==> src/rtl/fft_pkg.sv <==
`default_nettype none
// ============================================================================
// Module   : fft_pkg
// Purpose  : Shared constants and sample/frame types for the 8-point FFT path.
// Revision : 1.0 - initial release
// ============================================================================
package fft_pkg;

    localparam int FFT_N     = 8;
    localparam int FFT_LOG2N = 3;
    localparam int DEF_WIDTH = 16;

    typedef struct packed {
        logic signed [DEF_WIDTH-1:0] re;
        logic signed [DEF_WIDTH-1:0] im;
    } cplx_t;

    typedef cplx_t [FFT_N-1:0] frame_t;

endpackage : fft_pkg
`default_nettype wire

==> src/rtl/fft_output_serializer_if.sv <==
`default_nettype none
// ============================================================================
// Module   : fft_output_serializer_if
// Purpose  : FFT-result capture inputs and serialized valid/ready output stream.
// Revision : 1.0 - initial release
// ============================================================================
interface fft_output_serializer_if
    import fft_pkg::*;
#(
    parameter int WIDTH = DEF_WIDTH
);

    logic                            fft_ready;
    logic [FFT_N-1:0][WIDTH-1:0]     in_real;
    logic [FFT_N-1:0][WIDTH-1:0]     in_imag;
    logic                            out_valid;
    logic                            out_ready;
    logic [WIDTH-1:0]                out_real;
    logic [WIDTH-1:0]                out_imag;
    logic [FFT_LOG2N-1:0]            out_index;
    logic                            out_last;
    logic                            overflow;
    logic [7:0]                      drop_cnt;

    // master: the serializer; slave: FFT core plus downstream consumer
    modport master (
        input  fft_ready, in_real, in_imag, out_ready,
        output out_valid, out_real, out_imag, out_index, out_last, overflow, drop_cnt
    );

    modport slave (
        output fft_ready, in_real, in_imag, out_ready,
        input  out_valid, out_real, out_imag, out_index, out_last, overflow, drop_cnt
    );

endinterface : fft_output_serializer_if
`default_nettype wire

==> src/rtl/fft_frame_bank.sv <==
`default_nettype none
// ============================================================================
// Module   : fft_frame_bank
// Purpose  : One 8-entry complex register bank, written whole, read by index.
// Revision : 1.0 - initial release
// ============================================================================
module fft_frame_bank
    import fft_pkg::*;
#(
    parameter int WIDTH = DEF_WIDTH
) (
    input  wire logic                        clk,
    input  wire logic                        rst,
    input  wire logic                        i_we,
    input  wire logic [FFT_N-1:0][WIDTH-1:0] i_wr_real,
    input  wire logic [FFT_N-1:0][WIDTH-1:0] i_wr_imag,
    input  wire logic [FFT_LOG2N-1:0]        i_rd_idx,
    output logic      [WIDTH-1:0]            o_rd_real,
    output logic      [WIDTH-1:0]            o_rd_imag
);

    logic [FFT_N-1:0][WIDTH-1:0] r_real;
    logic [FFT_N-1:0][WIDTH-1:0] r_imag;

    always_ff @(posedge clk or negedge rst) begin
        if (!rst) begin
            r_real <= '0;
            r_imag <= '0;
        end else if (i_we) begin
            r_real <= i_wr_real;
            r_imag <= i_wr_imag;
        end
    end

    assign o_rd_real = r_real[i_rd_idx];
    assign o_rd_imag = r_imag[i_rd_idx];

endmodule : fft_frame_bank
`default_nettype wire

==> src/rtl/fft_output_serializer.sv <==
`default_nettype none
// ============================================================================
// Module   : fft_output_serializer
// Purpose  : Ping-pong capture of 8-bin FFT frames, streamed one bin per beat.
// Revision : 1.0 - initial release
// ============================================================================
module fft_output_serializer
    import fft_pkg::*;
#(
    parameter int WIDTH = DEF_WIDTH,
    parameter int SHIFT = 0
) (
    input  wire logic               clk,
    input  wire logic               rst,
    fft_output_serializer_if.master bus
);

    localparam logic [FFT_LOG2N-1:0] c_last_idx = FFT_LOG2N'(FFT_N - 1);
    localparam logic [7:0]           c_drop_max = 8'hFF;
    localparam logic [1:0]           c_full     = 2'd2;

    logic                     r_fft_ready_q;
    logic [1:0]               r_count;
    logic                     r_wr_ptr;
    logic                     r_rd_ptr;
    logic [FFT_LOG2N-1:0]     r_index;
    logic                     r_overflow;
    logic [7:0]               r_drop_cnt;

    logic                     w_cap_req;
    logic                     w_pop;
    logic                     w_pop_last;
    logic                     w_cap_acc;
    logic                     w_drop;
    logic                     w_valid;
    logic [1:0][WIDTH-1:0]    w_bank_real;
    logic [1:0][WIDTH-1:0]    w_bank_imag;
    logic signed [WIDTH-1:0]  w_rd_real;
    logic signed [WIDTH-1:0]  w_rd_imag;

    assign w_valid    = (r_count != 2'd0);
    assign w_cap_req  = bus.fft_ready & ~r_fft_ready_q;
    assign w_pop      = w_valid & bus.out_ready;
    assign w_pop_last = w_pop & (r_index == c_last_idx);
    // A full buffer still accepts when its oldest frame retires on this edge.
    assign w_cap_acc  = w_cap_req & ((r_count != c_full) | w_pop_last);
    assign w_drop     = w_cap_req & (r_count == c_full) & ~w_pop_last;

    for (genvar gi = 0; gi < 2; gi++) begin : g_bank
        fft_frame_bank #(
            .WIDTH (WIDTH)
        ) u_bank (
            .clk       (clk),
            .rst       (rst),
            .i_we      (w_cap_acc & (r_wr_ptr == 1'(gi))),
            .i_wr_real (bus.in_real),
            .i_wr_imag (bus.in_imag),
            .i_rd_idx  (r_index),
            .o_rd_real (w_bank_real[gi]),
            .o_rd_imag (w_bank_imag[gi])
        );
    end

    assign w_rd_real = w_bank_real[r_rd_ptr];
    assign w_rd_imag = w_bank_imag[r_rd_ptr];

    always_ff @(posedge clk or negedge rst) begin
        if (!rst) begin
            // Held high so a ready level present at reset release is not an edge.
            r_fft_ready_q <= 1'b1;
            r_count       <= 2'd0;
            r_wr_ptr      <= 1'b0;
            r_rd_ptr      <= 1'b0;
            r_index       <= '0;
            r_overflow    <= 1'b0;
            r_drop_cnt    <= 8'd0;
        end else begin
            r_fft_ready_q <= bus.fft_ready;

            case ({w_cap_acc, w_pop_last})
                2'b10:   r_count <= r_count + 2'd1;
                2'b01:   r_count <= r_count - 2'd1;
                default: r_count <= r_count;
            endcase

            if (w_cap_acc) begin
                r_wr_ptr <= ~r_wr_ptr;
            end

            if (w_pop_last) begin
                r_index  <= '0;
                r_rd_ptr <= ~r_rd_ptr;
            end else if (w_pop) begin
                r_index  <= r_index + 1'b1;
            end

            if (w_drop) begin
                r_overflow <= 1'b1;
                if (r_drop_cnt != c_drop_max) begin
                    r_drop_cnt <= r_drop_cnt + 8'd1;
                end
            end
        end
    end

    assign bus.out_valid = w_valid;
    assign bus.out_real  = w_rd_real >>> SHIFT;
    assign bus.out_imag  = w_rd_imag >>> SHIFT;
    assign bus.out_index = r_index;
    assign bus.out_last  = w_valid & (r_index == c_last_idx);
    assign bus.overflow  = r_overflow;
    assign bus.drop_cnt  = r_drop_cnt;

endmodule : fft_output_serializer
`default_nettype wire

==> src/flat_wrapper.sv <==
// flat-port wrapper written by rule: the top's interface ports become plain ports
module fft_output_serializer_flat import fft_pkg::*;
#(
    parameter int WIDTH = DEF_WIDTH,
    parameter int SHIFT = 0
)
  (clk, rst, bus_fft_ready, bus_in_real, bus_in_imag, bus_out_ready, bus_out_valid, bus_out_real, bus_out_imag, bus_out_index, bus_out_last, bus_overflow, bus_drop_cnt);
  fft_output_serializer_if #(.WIDTH(WIDTH)) bus_i ();
  input  wire logic clk;
  input  wire logic rst;
  input wire logic [$bits(bus_i.fft_ready)-1:0] bus_fft_ready;
  input wire logic [$bits(bus_i.in_real)-1:0] bus_in_real;
  input wire logic [$bits(bus_i.in_imag)-1:0] bus_in_imag;
  input wire logic [$bits(bus_i.out_ready)-1:0] bus_out_ready;
  output wire logic [$bits(bus_i.out_valid)-1:0] bus_out_valid;
  output wire logic [$bits(bus_i.out_real)-1:0] bus_out_real;
  output wire logic [$bits(bus_i.out_imag)-1:0] bus_out_imag;
  output wire logic [$bits(bus_i.out_index)-1:0] bus_out_index;
  output wire logic [$bits(bus_i.out_last)-1:0] bus_out_last;
  output wire logic [$bits(bus_i.overflow)-1:0] bus_overflow;
  output wire logic [$bits(bus_i.drop_cnt)-1:0] bus_drop_cnt;
  assign bus_i.fft_ready = bus_fft_ready;
  assign bus_i.in_real = bus_in_real;
  assign bus_i.in_imag = bus_in_imag;
  assign bus_i.out_ready = bus_out_ready;
  assign bus_out_valid = bus_i.out_valid;
  assign bus_out_real = bus_i.out_real;
  assign bus_out_imag = bus_i.out_imag;
  assign bus_out_index = bus_i.out_index;
  assign bus_out_last = bus_i.out_last;
  assign bus_overflow = bus_i.overflow;
  assign bus_drop_cnt = bus_i.drop_cnt;
  fft_output_serializer #(.WIDTH(WIDTH), .SHIFT(SHIFT)) u_core (.clk(clk), .rst(rst), .bus(bus_i));
endmodule
==> config.mk <==
export PLATFORM = sky130hd
export DESIGN_NAME = fft_output_serializer_flat
export DESIGN_NICKNAME = d
export VERILOG_FILES = /design/src/rtl/fft_pkg.sv /design/src/rtl/fft_output_serializer_if.sv /design/src/rtl/fft_frame_bank.sv /design/src/rtl/fft_output_serializer.sv /design/src/flat_wrapper.sv
export SDC_FILE = /design/constraint.sdc
export NUM_CORES = 1
export LEC_CHECK = 0
export ABC_AREA = 1
export CELL_PAD_IN_SITES_DETAIL_PLACEMENT = 0
export CELL_PAD_IN_SITES_GLOBAL_PLACEMENT = 2
export CORE_ASPECT_RATIO = 0.5
export CORE_UTILIZATION = 35
export CTS_CLUSTER_DIAMETER = 150
export CTS_CLUSTER_SIZE = 25
export DETAILED_ROUTE_END_ITERATION = 6
export PLACE_DENSITY_LB_ADDON = 0.1
export SYNTH_ARGS = -nofsm -noshare
export SYNTH_HDL_FRONTEND = slang
export SYNTH_SLANG_ARGS = --single-unit
==> constraint.sdc <==
create_clock -name clk -period 2.99 [get_ports clk]
set_input_delay 0.299 -clock clk [delete_from_list [all_inputs] [get_ports clk]]
set_output_delay 0.299 -clock clk [all_outputs]
set_load 0.01 [all_outputs]
### Yosys cells after proc, flatten, opt, wreduce, memory -nomap -nowiden

Index checks and enable logic that the tools add are counted.

* add/subtract/negate cells: 4
* multiply operators: 0
* div/mod/pow operators: 0
* $lt $le $gt $ge: 2
* equal/unequal tests: 6
* shift-type cells: 0
* muxes and demuxes: 15
* bitwise gates (word level): 14
* reductions and logical operators: 4

Operators with widths (number)
* binary-select mux 16 bit (select 3 bit): 4
* 2-to-1 mux 16 bit: 8
* AND 1 bit: 9
* adder 8 x 1 -> 8 bit (second input constant): 1
* inequality test 8 bit (second input constant): 1
* 2-to-1 mux 3 bit: 2
* nonzero test 2 bit: 3
* equality test 2 bit (second input constant): 2
* less-than comparator 3 x 4 -> 1 bit (second input constant): 1
* NOT 1 bit: 4
* one-hot mux 2 bit (2 select lines): 1
* adder 3 x 1 -> 3 bit (second input constant): 1
* equality test 3 bit (second input constant): 1
* adder 2 x 1 -> 2 bit (second input constant): 1
* equality test 2 x 1 -> 1 bit (second input constant): 1
* less-than comparator 1 x 2 -> 1 bit (second input constant): 1
* inequality test 2 bit (second input constant): 1
* AND reduction 2 bit: 1
* subtractor 2 x 1 -> 2 bit (second input constant): 1
* bitwise OR 1 bit: 1

* bits in registers: 529
* bits in latches: 0
* bits in writable memories: 0
* ROM bits: 0
* output and inout port bits: 46
* word-level logic and storage cells: 84
* memories: 0

### Logic depth before layout (Yosys ltp)

Gate-level depths: netlist of run 1.

* word-level depth: 7
* depth in mapped cells: 11
* gate-level depth less buffers: 9

### By module

Synthesis of run 1 repeated with hierarchy kept, for this count alone.

* cells, all modules: 3510
* area, all modules: 26297.7 um^2

Modules (own cells, without submodules)
* fft_frame_bank: instances 2, cells each 1676, area each 12440.7 um^2, seq. area each 6406.1 um^2
* fft_output_serializer: instances 1, cells each 158, area each 1416.4 um^2, seq. area each 426.7 um^2

### Worst setup path before layout of run 1

No wires, ideal clock.

* kind: register to output
* start point: register u_core.r_index[0], in the netlist u_core.bus.out_index[0]
* end point: output port bus_out_real[14]
* data arrival time: 1.562 ns
* data required time: 2.691 ns
* path slack: 1.129 ns
* stages on the path, launching flop included: 12
* buffers on the path: 4
* path through: dfrtp_1 -> buf_2 -> inv_2 -> buf_2 -> buf_2 -> buf_2 -> nand2_1 -> nand2_1 -> nand2_1 -> nand3_1 -> nand3_1 -> nand2_1

* longest elaborated chain between the ends: 4
* elaborated cells between the ends (all ways): 6
* classes of those cells: mux: 6

RTL lines
* start: declaration: RTL line fft_output_serializer.sv:26 `logic [FFT_LOG2N-1:0] r_index;`
* start signal: assignment: RTL line fft_output_serializer.sv:94 `r_index <= r_index + 1'b1;`
* binary-select mux 16 bit (select 3 bit): RTL line fft_frame_bank.sv:35 `assign o_rd_real = r_real[i_rd_idx];`
* 2-to-1 mux 16 bit (implied by the code): RTL line fft_frame_bank.sv:35
* 2-to-1 mux 16 bit (implied by the code) * (2 in a row): RTL line fft_output_serializer.sv:64 `assign w_rd_real = w_bank_real[r_rd_ptr];`
* end: declaration: RTL line flat_wrapper.sv:16 `output wire logic [$bits(bus_i.out_real)-1:0] bus_out_real;`

Mark *: on every way between the ends. The rest lies on a longest branch, timed or not. The select of a mux whose other input is x is not followed.

### Worst setup path in the final report of run 1

* start point: register u_core.r_index[0], in the netlist u_core.bus.out_index[0]
* end point: output port bus_out_real[4]

Same word-level chain as after synthesis.

==> impl_metrics.yaml, run 1 <==
global_route:
  grt_first_pass_wirelength_um: 135000
  grt.total_usage: 0.243
  grt_overflow_total: 0
  grt_max_degree: 84
  grt_pass1_vias: 21100
  antenna_found_initial: 2
synthesis:
  syn_nets: 3513
  async_reset_ff_frac: 1.00
  yosysTopAreaCellShare: 0.528
  synth_area_leader_cell: "dfrtp_1"
  synth_area_leaders: "dfrtp_1 53%, nand2_1 17%, o21ai_1 9.1%"
  syn_area_um2: 25000
  ys_ff_latch: 529
  seq_area_frac_synth: 0.529
  yosysWarnings: 0
  yosysUniqueCellTypes: 23
  syn_area_per_cell_um2: 7.70
  synth_edf_count: 0
  synthFlopType: "dfrtp_1"
  synthCells: 3250
floorplan:
  die_w_um: 380
  io_pins: 306
  initial_utilization: 0.358
  coreArea_um2: 69900
  fp.dieH_um: 191
  std_cell_rows: 68
  die_area_um2: 72600
worst_setup_path:
  cpMaxStageDelayCell: "dfrtp_4"
  cp.required_ps: 2690
  endpoint_kind: "output pin"
  crit_buf_inv: 3
  path_cells: "buf_12, bufbuf_16, o211ai_1, nand3_2, nand3_2, nand2_2, buf_2"
  critPathArrivalTime_ps: 2640
  crit_family: "buffers and inverters"
  critical_path.max_stage_delay_ps: 540
  critPathLaunchType: "flip-flop"
  path_class: "flip-flop to output pin"
  crit_fanout: 16
  cpMostUsedCell: "nand3_2"
cells_and_area:
  fill_cells: 7208
  nNetsFinal: 3730
  design_area_um2: 30600
  syn2layout_area_growth_pct: 22.4
  regArea_um2: 13200
  drive_gt1_frac: 0.0495
  fin_cells: 4421
  diodes: 0
  multi_input_area_um2: 9580
routing:
  drt_wl_total_um: 87800
  vias_per_cell: 4.86
  wire_per_inst_um: 19.9
  drc: 0
  via_count: 21500
  firstDrtPassIters: 5
  postRouteAntennaNets: 0
  drt_iter0_markers: 1982
clock_tree:
  cts_buffer_depth: 3
  htreeDepth: 1
  cts.clk_slew.worst_paths_ps: 110
  cts_tree: "yes"
  clkLatencyLatePin_ps: 610
  clock_tree.root_cell: "clkbuf_16"
  clock-sinks: 529
  numCtsBuffers: 25
sta:
  period_share: 0.982
  final_max_slew_viol_count: 0
  maxSlewHeadroom: 0.364
  fin_hold_ws_ps: 122
  period_minus_slack_ps: 2940
  finalClockSkew_ps: 26.7
  setup_viol: 0
  tightest_slew_ps: 944
  finalWorstSetupSlack_ps: 52.6
  rsz0062_at_grt: "yes"
  max_freq_ghz: 0.340
  hold_viol: 0
pwr:
  p_per_area_nw_per_um2: 1040
  p_sw_uw: 13900
  p_leak_uw: 0.0154
  swShare: 0.436
  combPwrFrac: 0.489
  internal_power_uw: 18000
  report.power.total_uw: 32000
  p_clk_frac: 0.127
  max-vdd-ir-drop_uv: 504
  pwr-share-seq: 0.385
outcome:
  outcome: "completed"
placed_design:
  post-place-ws_ps: 407
  io_buffers: 305
  dp_hpwl_um: 60200
  dp.cells: 4360
  dpl_cell_area_um2: 29300
  globalplace.congestion: 0.786
min_path:
  hp-class: "input pin to flip-flop"
job:
  maxCapViolCount: 0
-- placed cells by master (no fill, tap or decap), types with 2 or more instances in the layout --
cell and count:
bufbuf_16 6, ha_1 2, clkbuf_16 26, clkdlybuf4s50_1 271, o211ai_1 45, inv_1 319
dlygate4sd2_1 20, buf_2 3, clkbuf_2 5, buf_16 11, dfrtp_1 525, o21ai_0 141
nand3_1 184, clkdlybuf4s15_1 4, dlymetal6s2s_1 2, nand2_4 2, nand2_2 3, buf_8 4
clkbuf_1 10, dfrtp_2 2, buf_12 38, nand2_1 1139, nand3_4 2, o21ai_1 461
nor2_1 173, buf_4 41, nand3_2 18, xor2_1 5
-- repair_timing --
action                                 CTS  global route
resized for setup                       81            25
gates cloned                            12             1
pin swaps                               15            10
hold buffers                             1             0
endpoints found under the hold margin   50             0
buffers inserted                         8             3
setup endpoints to repair               33            12
-- per-stage QoR --
step	util	TNS [ps]
floorplan	-	0
global placement	0.419	0
detailed placement	0.419	0
CTS	0.437	-120
global route	0.438	-82.4
finish	0.438	0
-- logic make-up (layout without fill, tap and decap cells) --
family / count (synthesis) / in the layout / synth area share
adders and majority gates: 3 / 3 / 0.00150
AOI/OAI and AO/OA: 647 / 647 / 0.134
DFF: 529 / 529 / 0.529
xor gates and xnor gates: 5 / 5 / 0.00175
buffers and inverters: 542 / 768 / 0.0924
and+or+nand+nor: 1524 / 1524 / 0.241
-- final timing paths --
kind | from | end | slack [ps] | cells past startpoint
max | u_core.bus.out_index[0]$_DFFE_PN0P_ | bus_out_real[4] | 50 | 7
min | bus_fft_ready | u_core.r_fft_ready_q$_DFF_PN1_ | 120 | 1
max reg2reg | u_core.bus.out_index[0]$_DFFE_PN0P_ | u_core.g_bank[0].u_bank.r_imag[2]$_DFFE_PN0P_ | 420 | 11
min reg2reg | u_core.bus.overflow$_DFFE_PN0P_ | u_core.bus.overflow$_DFFE_PN0P_ | 480 | 2
max in group asynchronous | rst | u_core.g_bank[0].u_bank.r_real[72]$_DFFE_PN0P_ | 1700 | 3
min in group asynchronous | rst | u_core.g_bank[0].u_bank.r_imag[74]$_DFFE_PN0P_ | 270 | 2
-- power by group through the flow --
stage	registers, uW	clock network (uW)	logic, uW
3_3_place_gp	12400	0	14700
5_1_grt	12700	4430	17500
2_1_floorplan	11800	0	9080
3_5_place_dp	12400	0	14900
6_report	12300	4050	15600
4_1_cts	12300	4200	15700
-- worst register-to-register path, stage by stage, from the launching register on --
cell	delay [ps]
dfrtp_4	540
buf_12	170
buf_16	160
ha_1	260
ha_4	190
nand2_4	110
nand2_4	80
nand3_4	160
buf_12	250
buf_12	360
nand2_1	120
o21ai_1	80
-- cell usage after synthesis, types with 2 or more instances --
cell      count
nand2_1    1142
ha_1          3
o21ai_0     145
nand2_4       2
dfrtp_1     528
clkbuf_1     75
nand3_1     202
nand3_4       2
buf_2        93
inv_1       320
clkinv_1      2
o21ai_1     457
nor2_1      173
buf_1        11
o211ai_1     45
xor2_1        5
buf_6         3
buf_4        37
-- cell type report --
type                    instances  area share
clock buffers                  35      0.0217
clock inverters                 1    0.000981
inverters                     323      0.0404
multi-input cells            2179       0.313
flip-flops and latches        529       0.433
well taps                     945      0.0386
repair buffers                407       0.152
repair inverters                2    0.000817
-- per-layer routing --
metal | track usage | up-vias | part of all wire
met1 | 0.356 | 10300 | 0.49
met3 | 0.0292 | 64 | 0.039
met2 | 0.388 | 459 | 0.45
li1 | - | 10700 | -
met5 | 0 | - | 0
met4 | 0.0462 | 0 | 0.019
-- sequential cells by signal, indices dropped and copies added (netlist names) --
| signal | cells |
|---|---|
| u_core.g_bank.u_bank.r_imag | 256 |
| u_core.g_bank.u_bank.r_real | 256 |
| u_core.bus.drop_cnt | 8 |
| u_core.bus.out_index | 3 |
| u_core.r_count | 2 |
| u_core.bus.overflow | 1 |
| u_core.r_fft_ready_q | 1 |
| u_core.r_rd_ptr | 1 |
| u_core.r_wr_ptr | 1 |
Power figures use the tool's default switching activity.
==> run 2, diff against run 1 <==
--- a/config.mk
+++ b/config.mk
@@ -17,3 +17,4 @@
 export SYNTH_ARGS = -nofsm -noshare
 export SYNTH_HDL_FRONTEND = slang
 export SYNTH_SLANG_ARGS = --single-unit
+export TNS_END_PERCENT = 100
==> results of run 2 <==
The final DEF is identical to that of run 1; final timing and power are the same.
